## src/rtl/pb_event_gen.sv

```systemverilog
// pb_event_gen: turns a debounced button level into press, release, long-press
// and auto-repeat pulses, and reports how long the current or last hold lasted in ms.
module pb_event_gen #(
    parameter int LONG_MS          = 500,
    parameter int REPEAT_DELAY_MS  = 500,
    parameter int REPEAT_PERIOD_MS = 100,
    parameter bit REPEAT_EN        = 1'b1,
    parameter int CNT_W            = 10
) (
    input  logic             clk_1ms,
    input  logic             rst,
    input  logic             pb_level,
    output logic             press_pulse,
    output logic             release_pulse,
    output logic             long_press,
    output logic             repeat_pulse,
    output logic             held,
    output logic [CNT_W-1:0] hold_ms
);
    localparam int MX = (REPEAT_DELAY_MS > REPEAT_PERIOD_MS) ? REPEAT_DELAY_MS : REPEAT_PERIOD_MS;
    localparam int RW = $clog2(MX + 1);
    localparam logic [CNT_W-1:0] HOLD_MAX = {CNT_W{1'b1}};
    localparam logic [CNT_W-1:0] LONG_V   = CNT_W'(LONG_MS);
    localparam logic [RW-1:0]    DELAY_V  = RW'(REPEAT_DELAY_MS);
    localparam logic [RW-1:0]    PERIOD_V = RW'(REPEAT_PERIOD_MS);

    typedef enum logic [1:0] {IDLE, HELD, REPEAT} state_t;

    state_t           state_q, state_d;
    logic             pb_q;
    logic [CNT_W-1:0] hold_q, hold_d, hold_inc;
    logic [RW-1:0]    rep_q, rep_d, rep_inc;
    logic             press_q, press_d, release_q, release_d;
    logic             long_q, long_d, repeat_q, repeat_d;
    logic             e0, cnt, rel, tick, rep_hit, long_hit;

    // pb_q resets high so a button held through reset must be released before it can press
    always_ff @(posedge clk_1ms) begin
        if (rst) begin
            state_q   <= IDLE;
            pb_q      <= 1'b1;
            hold_q    <= '0;
            rep_q     <= '0;
            press_q   <= 1'b0;
            release_q <= 1'b0;
            long_q    <= 1'b0;
            repeat_q  <= 1'b0;
        end else begin
            state_q   <= state_d;
            pb_q      <= pb_level;
            hold_q    <= hold_d;
            rep_q     <= rep_d;
            press_q   <= press_d;
            release_q <= release_d;
            long_q    <= long_d;
            repeat_q  <= repeat_d;
        end
    end

    always_comb begin
        e0       = (state_q == IDLE) && pb_level && !pb_q;
        cnt      = (state_q != IDLE) && pb_level;
        rel      = (state_q != IDLE) && !pb_level;
        tick     = e0 || cnt;
        hold_inc = e0 ? CNT_W'(1) : (hold_q == HOLD_MAX) ? hold_q : hold_q + 1'b1;
        rep_inc  = e0 ? RW'(1) : rep_q + 1'b1;
        rep_hit  = REPEAT_EN && tick && (rep_inc == ((state_q == REPEAT) ? PERIOD_V : DELAY_V));
        // a saturated hold_ms equal to LONG_MS must not retrigger, so require a change
        long_hit = tick && (hold_inc == LONG_V) && (e0 || hold_q != LONG_V);
        state_d  = rel ? IDLE : rep_hit ? REPEAT : e0 ? HELD : state_q;
        hold_d   = tick ? hold_inc : hold_q;
        rep_d    = rep_hit ? '0 : tick ? rep_inc : rep_q;
    end

    always_comb begin
        press_d   = e0;
        release_d = rel;
        long_d    = long_hit;
        repeat_d  = rep_hit;
    end

    assign press_pulse   = press_q;
    assign release_pulse = release_q;
    assign long_press    = long_q;
    assign repeat_pulse  = repeat_q;
    assign held          = state_q != IDLE;
    assign hold_ms       = hold_q;
endmodule

```

## config.mk

```make
export PLATFORM = sky130hd
export DESIGN_NAME = pb_event_gen
export DESIGN_NICKNAME = d
export VERILOG_FILES = /design/src/rtl/pb_event_gen.sv
export SDC_FILE = /design/constraint.sdc
export NUM_CORES = 1
export LEC_CHECK = 0
export CAP_MARGIN = 40
export CORE_MARGIN = 2
export CORE_UTILIZATION = 55
export DETAILED_ROUTE_END_ITERATION = 8
export GPL_ROUTABILITY_DRIVEN = 1
export PLACE_DENSITY = 0.77
export SLEW_MARGIN = 10
export SYNTH_ARGS = -nofsm -noshare
export SYNTH_HDL_FRONTEND = slang
export SYNTH_SLANG_ARGS = --single-unit
```

## constraint.sdc

```tcl
create_clock -name clk_1ms -period 2.2 [get_ports clk_1ms]
set_clock_uncertainty 0.1 [all_clocks]
set_input_delay 0.33 -clock clk_1ms [delete_from_list [all_inputs] [get_ports clk_1ms]]
set_output_delay 0.33 -clock clk_1ms [all_outputs]
set_load 0.01 [all_outputs]
```

==> results.json, run 1 <==
{
  "status": "finished, final reports clean",
  "worst_slack_ps": 145.5,
  "utilization_pct": 70.08,
  "grt_pass1_vias": 1593,
  "fin_cells": 294,
  "nets": 257,
  "root_buffer": "clkbuf_4",
  "syn-num-nets": 232,
  "cts-buffers-inserted": 3,
  "post_drt_wl_per_cell_um": 15.70,
  "dp_hpwl_um": 3388,
  "overflow": 0,
  "synth_area_leader_cell": "dfxtp_1",
  "path_cells": "nand4_1 > a311oi_2 > nand2_1 > or3_1 > a21oi_1",
  "power.density_mw_per_mm2": 399.7,
  "design.die.area_sq_mm": 0.003760,
  "synthCells": 226,
  "total_power_w": 0.0008622,
  "vias": 1874,
  "p_leak_nw": 0.7265,
  "critPathKind": "reg2reg",
  "drt_iter0_drc": 150,
  "post-place-ws_ps": -24.09,
  "postCtsHoldBufs": 0,
  "cp_max_fo": 11,
  "min_period_over_period_pct": 93.39,
  "p_switching_w": 0.0002289,
  "synth_area_leaders": "dfxtp_1 29%, buf_2 3.6%, o21ai_0 3.6%",
  "die_h_um": 61.32,
  "worstHoldStart": "hold_ms[6]$_SDFFE_PP0P_",
  "fillers": 265,
  "ys_warn_count": 0,
  "worst_setup_path_end_kind": "flop",
  "worst_slew_pin_slew_ps": 574.2,
  "h-tree-depth": 1,
  "syn2layout_area_growth_pct": 19.39,
  "p_seq_share_pct": 57.4,
  "grt_usage_pct": 26.75,
  "io_buffer_count": 17,
  "combPwrFrac_pct": 12.8,
  "met1Wirelength_um": 2109,
  "drv_slew": 0,
  "hold_path_class": "reg2reg",
  "crit_start": "hold_ms[2]$_SDFFE_PP0P_",
  "top_layer": "met4",
  "synth_cell_types": 56,
  "whs_ps": 456.0,
  "dr_wl_met2_um": 2122,
  "initial_utilization_pct": 58.70,
  "io_pins": 18,
  "ir_drop_mv": 0.3617,
  "route.detailed.drc": 0,
  "path_clk_slew_ps": 150,
  "clock_power_share_pct": 29.8,
  "finalSetupViolations": 0,
  "syn_area_per_cell_sq_um": 7.994,
  "antenna_found_initial": 0,
  "drt.antenna.violating_nets": 0,
  "rsz0062_at_grt": "no",
  "wirelength_um": 4616,
  "cp_slowest_cell": "dfxtp_1",
  "r2r_end": "hold_ms[7]$_SDFFE_PP0P_",
  "clock.fmax_mhz": 486.7,
  "dr.pass1.iters": 5,
  "cts_sinks": 26,
  "rows": 20,
  "drv_cap": 0,
  "period_minus_slack_ps": 2054,
  "clock_path_buffers": 2,
  "hold_violations": 0,
  "worstSetupStartpointType": "flop",
  "finalWeightedCongestion": 0.9487,
  "n_antenna_cell": 0,
  "r2r_setup_slack_ps": 150,
  "clk_latency_ps": 330,
  "grt_pass1_wl_um": 7472,
  "cpPeakStageDelay_ps": 580,
  "grt_max_degree": 15,
  "drive_gt1_share_pct": 20.00,
  "syn-cell-area_sq_mm": 0.001807,
  "synth_top_area_share_pct": 28.81,
  "relSlewSlack_pct": 60.73,
  "swShare_pct": 26.54,
  "synth_edf_count": 0,
  "internal_power_w": 0.0006333,
  "postSynth.asyncResetShare_pct": 0,
  "core_sq_mm": 0.003078,
  "die_x_um": 61.32,
  "ys.flop_type": "dfxtp_1",
  "synth-seq-cells": 26,
  "viasPerCell": 6.374,
  "cts_setup_buffers": 0,
  "rr_worst_depth": 5,
  "cp_data_arrival_time_ps": 2230,
  "endpoint": "hold_ms[7]$_SDFFE_PP0P_",
  "routed-wl-met3_um": 325,
  "cp.required_ps": 2380,
  "cts_tree": "done",
  "dpl.cell_count": 290,
  "r2r-start": "hold_ms[2]$_SDFFE_PP0P_",
  "synth-seq-area-share_pct": 28.81
}
worst max-delay path: cells and delay by family, from the launching register on:
family	cells	cell delay (ps)
and+or+nand+nor	3	720
DFF	1	580
AOI/OAI and AO/OA	2	600
layout make-up:
class	count	area [sq um]	share of cell area, %
clock buffer	4	36.28	1.682
inverter	8	30.03	1.392
multi-input combinational	172	1167	54.12
tap	44	55.05	2.552
timing repair buffer	40	342.8	15.89
sequential	26	525.5	24.36
synthesized netlist by cell type (5+ instances only):
cell type	number
dfxtp_1	26
nor2_1	16
nand2_1	14
buf_2	13
o21ai_0	13
a21oi_1	10
nand3_1	9
inv_1	8
nand4_1	8
nor3_1	8
or3_1	8
a211oi_1	7
a31oi_1	5
o31ai_1	5
placed cells by master (no fill, tap or decap), types with 2 or more instances in the layout:
cell              n
nand4_1           8
ha_2              2
nor3_1            8
a2111oi_1         2
and2_1            2
a22oi_1           4
nand3_1           9
o21a_1            4
dfxtp_2           4
o21ai_0          13
a31oi_1           5
or3_1             7
a211oi_1          7
nor2_1           15
nand4b_1          2
clkbuf_4          3
a21oi_1          10
buf_4            23
nor4_1            2
a221oi_1          4
inv_1             8
and4_1            2
clkdlybuf4s50_1  17
dfxtp_1          22
nor3b_1           4
xor2_1            3
nor2b_1           2
o211a_1           3
nand2b_1          4
nand2_1          14
or2_2             3
o2111ai_1         2
o31ai_1           5
stage by stage:
stage	area, sq um	setup TNS (ps)
finish	2157	0
global route	2157	0
CTS	2146	0
detailed placement	2098	-42.03
global placement	2098	0
floorplan	1807	0
per-layer routing:
layer | track usage, % | vias to the layer above
li1 | - | 904
met1 | 39.12 | 876
met2 | 41.64 | 85
met3 | 2.731 | 9
met4 | 7.764 | 0
met5 | 0 | -
worst min path at each step:
stage	to	slack, ps	cells past startpoint
finish	hold_ms[6]$_SDFFE_PP0P_	460	2
global route	hold_ms[6]$_SDFFE_PP0P_	490	2
CTS	hold_ms[6]$_SDFFE_PP0P_	450	2
detailed placement	hold_ms[6]$_SDFFE_PP0P_	430	2
global placement	hold_ms[6]$_SDFFE_PP0P_	430	2
floorplan	rep_q[8]$_SDFFE_PP0P_	430	2
sequential cells by signal, summed over array words and instances (netlist names):
signal	count
hold_ms	10
repeat_pulse	1
long_press	1
pb_q	1
press_pulse	1
release_pulse	1
state_q	2
rep_q	9
what timing repair did:
item / 4_1_cts / 5_1_grt
resized for setup: 5 / 4
hold endpoints to repair: 0 / 0
endpoints found under the setup margin: 2 / 3
power by group through the flow:
stage	combinational, W	clock [W]	sequential, W
detailed placement	0.000108	0	0.000504
floorplan	0.0000676	0	0.000496
global route	0.000120	0.000281	0.000498
finish	0.000110	0.000257	0.000495
CTS	0.000108	0.000261	0.000494
global placement	0.000105	0	0.000503
kinds of logic after synthesis:
kind of cell / synth area share, %
compound gates: 29.23
xor+xnor: 1.939
fa+ha+maj: 2.078
buf+inv: 7.548
flops: 28.81
mux: 0.6232
simple gates: 29.78
Note: power is estimated with default switching activity, not from simulation.
==> run 2, diff against run 1 <==
Settings changed: CTS_CLUSTER_SIZE set to 30.
==> results of run 2 <==
No change in the layout: final DEF, timing and power equal those of run 1.
